<file path="config.mk">
export PLATFORM = sky130hd
export DESIGN_NAME = regfile_scoreboard
export DESIGN_NICKNAME = d
export VERILOG_FILES = /design/src/rtl/regfile_scoreboard.sv
export SDC_FILE = /design/constraint.sdc
export NUM_CORES = 2
export LEC_CHECK = 0
export CORE_AREA = 2 2 362 364
export CTS_CLUSTER_DIAMETER = 50
export CTS_CLUSTER_SIZE = 24
export DETAILED_ROUTE_END_ITERATION = 7
export DIE_AREA = 0 0 364 366
export GPL_TIMING_DRIVEN = 1
export SETUP_SLACK_MARGIN = 0.1
export SLEW_MARGIN = 20
export SYNTH_ARGS = -nofsm -noshare
export SYNTH_HDL_FRONTEND = slang
export SYNTH_SLANG_ARGS = --single-unit
</file>
<file path="constraint.sdc">
create_clock -name Clk -period 4 [get_ports Clk]
set_input_delay 0.8 -clock Clk [delete_from_list [all_inputs] [get_ports Clk]]
set_output_delay 0.8 -clock Clk [all_outputs]
set_load 0.02 [all_outputs]
</file>
<file path="src/rtl/regfile_scoreboard.sv">
// regfile_scoreboard
// General-purpose register file with two combinational read ports, one
// synchronous write port, optional write-to-read forwarding, an optional
// hardwired zero register, and a per-register pending-write scoreboard.
// Decode reserves a destination at issue and writeback releases it. Each
// read port reports whether its source still has a write outstanding.

module regfile_scoreboard #(
   parameter int WIDTH    = 32,
   parameter int ADDR_W   = 5,
   parameter int ZERO_REG = 1,
   parameter int BYPASS   = 1
) (
   input  logic              Clk,
   input  logic              Reset_n,
   input  logic [ADDR_W-1:0] Read_reg1,
   input  logic [ADDR_W-1:0] Read_reg2,
   output logic [WIDTH-1:0]  Read_data1,
   output logic [WIDTH-1:0]  Read_data2,
   output logic              Read_busy1,
   output logic              Read_busy2,
   input  logic              Reg_write,
   input  logic [ADDR_W-1:0] Write_reg,
   input  logic [WIDTH-1:0]  Write_data,
   input  logic              Issue_valid,
   input  logic [ADDR_W-1:0] Issue_reg,
   output logic              Issue_ready,
   output logic [ADDR_W:0]   Pending_count
);

   localparam int DEPTH = 2 ** ADDR_W;
   localparam int CNT_W = ADDR_W + 1;

   logic [WIDTH-1:0] regs [DEPTH];
   logic [DEPTH-1:0] pending;

   logic write_zero;
   logic issue_zero;
   logic read1_zero;
   logic read2_zero;
   logic write_en;
   logic issue_sets;
   logic write_clears;

   // Register 0 is zero-forced only when ZERO_REG is enabled; these flags
   // make every later decision independent of that parameter.
   always_comb begin
      write_zero = (ZERO_REG != 0) && (Write_reg == '0);
      issue_zero = (ZERO_REG != 0) && (Issue_reg == '0);
      read1_zero = (ZERO_REG != 0) && (Read_reg1 == '0);
      read2_zero = (ZERO_REG != 0) && (Read_reg2 == '0);
   end

   // An issue can be taken whenever its destination has no write in flight.
   // Register 0 never becomes pending, so an issue to it is always taken and
   // simply does nothing.
   always_comb begin
      Issue_ready  = issue_zero ? 1'b1 : !pending[Issue_reg];
      write_en     = Reg_write && !write_zero;
      issue_sets   = Issue_valid && !issue_zero && !pending[Issue_reg];
      write_clears = write_en && pending[Write_reg];
   end

   // Register storage; a write to the zero-forced register is dropped.
   always_ff @(posedge Clk or negedge Reset_n) begin
      if (!Reset_n) begin
         for (int i = 0; i < DEPTH; i++) begin
            regs[i] <= '0;
         end
      end else if (write_en) begin
         regs[Write_reg] <= Write_data;
      end
   end

   // Scoreboard bits; the issue assignment follows the write so that a
   // same-cycle issue and write to one register leaves it pending.
   always_ff @(posedge Clk or negedge Reset_n) begin
      if (!Reset_n) begin
         pending <= '0;
      end else begin
         if (write_en) begin
            pending[Write_reg] <= 1'b0;
         end
         if (issue_sets) begin
            pending[Issue_reg] <= 1'b1;
         end
      end
   end

   // Running count of pending registers. A bit can only be set when it was
   // clear and only cleared when it was set, so the count tracks the bit
   // population without ever wrapping.
   always_ff @(posedge Clk or negedge Reset_n) begin
      if (!Reset_n) begin
         Pending_count <= '0;
      end else begin
         Pending_count <= Pending_count + CNT_W'(issue_sets) - CNT_W'(write_clears);
      end
   end

   // Read port 1: zero register first, then same-cycle forwarding, else
   // the stored value and its scoreboard bit.
   always_comb begin
      Read_data1 = regs[Read_reg1];
      Read_busy1 = pending[Read_reg1];
      if (read1_zero) begin
         Read_data1 = '0;
         Read_busy1 = 1'b0;
      end else if ((BYPASS != 0) && write_en && (Write_reg == Read_reg1)) begin
         Read_data1 = Write_data;
         Read_busy1 = 1'b0;
      end
   end

   // Read port 2: same priority as port 1.
   always_comb begin
      Read_data2 = regs[Read_reg2];
      Read_busy2 = pending[Read_reg2];
      if (read2_zero) begin
         Read_data2 = '0;
         Read_busy2 = 1'b0;
      end else if ((BYPASS != 0) && write_en && (Write_reg == Read_reg2)) begin
         Read_data2 = Write_data;
         Read_busy2 = 1'b0;
      end
   end

endmodule

</file>
==> impl.org <==
** Floorplan
- The floorplan step defined a die boundary enclosing 133000 sq um.
- Die boundary width :: roughly 360 um
- The floorplan step defined a core boundary enclosing 129000 sq um.
- The floorplan step set the die height to between 300 and 400 um.
- In this run the core area contains 132 standard-cell rows.
- I/O pin count :: between 100 and 150
- Effective utilization at floorplan :: 44.8%

** Synth
- Number of cells produced by synthesis :: 4032
- Number of enable-type register cells in the synthesized netlist :: 0
- Synth Register Bits :: 1062
- After synthesis, the largest area contributor takes up a little under half of total cell area.
- Complex-gate fraction of the synthesized area :: 6.99%
- For this run, the number of Yosys warnings is 0.
- Count leader, synth :: sky130_fd_sc_hd__dfrtp_1
- Syn_nets :: 4095
- Post-synth top flop :: sky130_fd_sc_hd__dfrtp_1
- Post-synthesis instance area :: 57800 sq um
- Part of the Yosys area used for sequential elements :: 45.9%
- Each instance of the synthesized netlist takes up on average 14.3 sq um.
- Commonest cells post-synth :: sky130_fd_sc_hd__dfrtp_1, sky130_fd_sc_hd__mux2_2, sky130_fd_sc_hd__mux4_2
- In the synthesized netlist the async set-or-reset flop fraction comes to 100%.
- Main area contributors after synthesis :: sky130_fd_sc_hd__dfrtp_1, sky130_fd_sc_hd__mux2_2, sky130_fd_sc_hd__mux4_2
- Yosys top cell by area :: sky130_fd_sc_hd__dfrtp_1
- Count of cell types in the netlist :: 59
- Area fraction in and, or, nand and nor cells after synthesis :: under 10%
- Share of synthesized cell area in full adder, half adder and majority cells :: 0.164%
- Multiplexer share of the synthesized area :: 40.7%
- Synthesized-area fraction occupied by xor and xnor cells :: 0.227%
- By area, the combinational part of the netlist is dominated by multiplexers.

** Worst setup path
- The worst setup path is captured at an output pin.
- Crit Path Category :: input port to output pin
- On the worst path, the slowest cell contributes a delay of 0.36 ns.
- Worst EP arrival :: roughly 3.1 ns
- Critical-path cell list :: clkbuf_8, buf_12, buf_4, nor2b_4, buf_12, buf_4, buf_4, a221oi_1, a22oi_1, a21oi_2, a211o_1, buf_12, buf_4
- STA puts the critical path data required time at around 3.2 ns.
- Among the stages of the critical path, the cell type that occurs most often is sky130_fd_sc_hd__buf_4.
- Broken down by cell family, the worst path's largest delay share belongs to buffers and inverters.
- Crit start category :: input port
- Cell at the slowest stage of the critical path :: sky130_fd_sc_hd__a221oi_1
- Critical Path Fanout Max :: 20
- Buffer and inverter count on the worst path :: 8

** Power and ir drop
- Relative contribution of sequential cells to total power :: 40.6%
- Reported net switching power :: 10200 uW
- The internal portion of the total power is between 20000 and 30000 uW.
- Share of total power in the clock network :: 37.3%
- Of the total power, the share spent switching nets is ~29%.
- VDD sags by at most about 450 uV.
- Areal power density over the cells :: slightly above 500 nW/um^2
- For this design the static power due to leakage is 0.0311 uW.
- Combinational logic burns a little over a fifth of the power.

** Drt
- Met1 wire length :: 86.0 mm
- In this run, the number of DRC markers left after iteration 0 of detailed routing was 4108.
- After detailed routing, the average wire length per cell comes to ~33 um.
- The detail route stage leaves a number of antenna-violating nets equal to 0.
- The routed layout has 41000 vias.
- In the routed layout, each cell is associated on average with a via count of 6.59.
- For this run, design rule violations remaining after detail routing come to 0.
- For this block, the routed nets add up to 205 mm of wire.
- Sum of met3 wire segment lengths after detailed routing :: 17.1 mm
- Detailed routing placed a total of 94.1 mm of wire on met2.
- DR pass1 iterations :: 7
- Highest metal layer with signal wires :: met5

** Placement
- Final HPWL from detailed placement :: 129 mm
- Routability-driven placement finished with a final weighted congestion of 0.879.
- Total of buffers placed on input and output ports :: 128
- OpenSTA, run right after detailed placement, puts the worst setup slack at -0.884 ns.
- Post-DP Area :: 64800 sq um

** STA
- Unrepaired setup endpoints after global routing :: true
- Final min period :: 3.93 ns
- At the pin with the least slew margin, the transition time is 0.961 ns.
- The number of max-slew violations in the final report was 0.
- Maximum clock rate :: 254 MHz
- The worst pin sits at a relative slew slack of around 36%.
- Worst Setup Slack, final :: 0.0651 ns
- Setup violations remaining at the end of the flow were counted as 0.
- Part of the cycle the worst path needs :: 98.4%
- Number of hold-slack violations in the final timing report :: 0
- The tightest hold path in the finished design has a slack of 0.0556 ns.
- The clock arrives with 0.0244 ns of skew.

** Job
- Max-cap violations in this run came to 0.

** Finish
- Area of all placed cells without fillers :: around 70000 sq um
- The area growth from synthesis to layout is 21.7%.
- The post-route netlist has between 50% and 60% of its cells at a drive strength greater than 1.
- The final layout contains 4438 nets.
- Fill cells :: 10600

** Min path
- In this run the worst hold path is classified as input port to async pin.

** Clock network
- Num CTS Buffers :: 136
- Level count of the clock H-tree :: 4
- Maximum clock path buffer count :: 3
- Clock tree from TritonCTS :: built
- Clock Tree Root :: sky130_fd_sc_hd__clkbuf_16
- The clock reaches the later pin of the worst-skew pair after around 0.79 ns.
- For this design, the CTS-stage hold fixing added 0 buffers.
- Clock-pin slew on the worst setup and hold paths :: 0.05 ns
- Number of clock sinks :: 1062

** Global routing
- The first global-routing pass estimated 298 mm of wire.
- Overflow left after global routing :: 0
- The number of global-route vias before repair is 41100.
- Overall fraction of global-route tracks in use :: around 31%
- Entering global routing, the biggest net connects between 100 and 150 pins.
- Antenna violations before repair :: 3

** Outcome
- The flow ran to the end, and the final reports show no timing, DRC or antenna violations.
power groups by stage:
| stage | logic, uW | clock network (uW) | registers [uW] |
|---|---|---|---|
| 3_5_place_dp | 7750 | 0 | 14600 |
| 6_report | 7850 | 13300 | 14500 |
| 3_3_place_gp | 7640 | 0 | 14500 |
| 2_1_floorplan | 5350 | 0 | 14000 |
| 5_1_grt | 8340 | 13900 | 14700 |
| 4_1_cts | 7810 | 13500 | 14400 |
logic make-up (layout without fill, tap and decap cells):
family                   after synthesis  count (layout)
flip-flops                          1062            1062
buffers and inverters                480             932
other                                  0               4
AO/OA/AOI/OAI                        535             535
adder cells (fa/ha/maj)                7               7
AND/OR/NAND/NOR                      237             237
multiplexers                        1696            1696
XOR/XNOR                              15              15
path summary, 6_finish.rpt:
path                         startpoint          endpoint  slack (ns)  cells past startpoint
setup / recovery           Read_reg1[2]    Read_data1[20]        0.07                     13
hold / removal                  Reset_n         regs[758]        0.06                      1
setup reg to reg             pending[5]  Pending_count[4]        0.78                     13
hold reg to reg              regs[1010]        regs[1010]        0.40                      0
max in group asynchronous       Reset_n         regs[930]        2.73                      3
min in group Clk             regs[1010]        regs[1010]        0.40                      0
area by class of cell:
type / count / area [sq um] / share of cell area [%]
timing repair buffer: 666 / 7100 / 10.1
multi-input combinational: 2490 / 29600 / 42.0
clock inverter: 84 / 1220 / 1.74
sequential: 1062 / 26600 / 37.8
tap: 1742 / 2180 / 3.10
antenna: 4 / 10.0 / 0.0142
clock buffer: 163 / 3650 / 5.18
inverter: 19 / 72.6 / 0.103
worst register-to-register path: cells and delay by family (launching register included):
kind / cells / cell delay, ns
buffers and inverters: 1 / 0.04
muxes: 1 / 0.53
xor gates and xnor gates: 1 / 0.12
and+or+nand+nor: 4 / 0.44
adders and majority gates: 3 / 0.95
AOI/OAI and AO/OA: 3 / 0.65
DFF: 1 / 0.45
repair_timing:
action,in CTS,in global routing
pin swaps,14,7
setup endpoints to repair,66,47
setup buffers,17,14
gates resized for setup,250,22
cloned,3,0
registers in the layout, indices dropped and copies added (netlist names):
signal         flops
regs            1024
pending           32
Pending_count      6
per-stage QoR:
step | total power, uW | setup TNS (ns) | util (%) | instances
final | 35600 | 0 | 54.6 | 6230
after global routing | 37000 | 0 | 54.6 | 6226
after CTS | 35700 | 0 | 54.4 | 6212
after detailed placement | 22300 | -32.68 | 50.3 | 5945
after global placement | 22100 | -32.45 | 50.3 | 5945
after floorplan | 19400 | 0 | - | 4032
layout by cell type (no fill, tap or decap), drive strengths merged, types with 50 or more instances in the layout:
master and n:
dfrtp 1062, mux2 998, buf 581, mux4 423, mux2i 275, clkbuf 164, a221oi 110, nand2 69
a21oi 67, o22ai 64, a22oi 50
metal layers:
layer  GRT usage, %  vias to the layer above
met5              0                        -
met3           6.31                      418
li1               -                    16500
met2           47.1                     2007
met1           43.8                    22200
met4           10.9                        4
(Power assumes the default switching activity.)
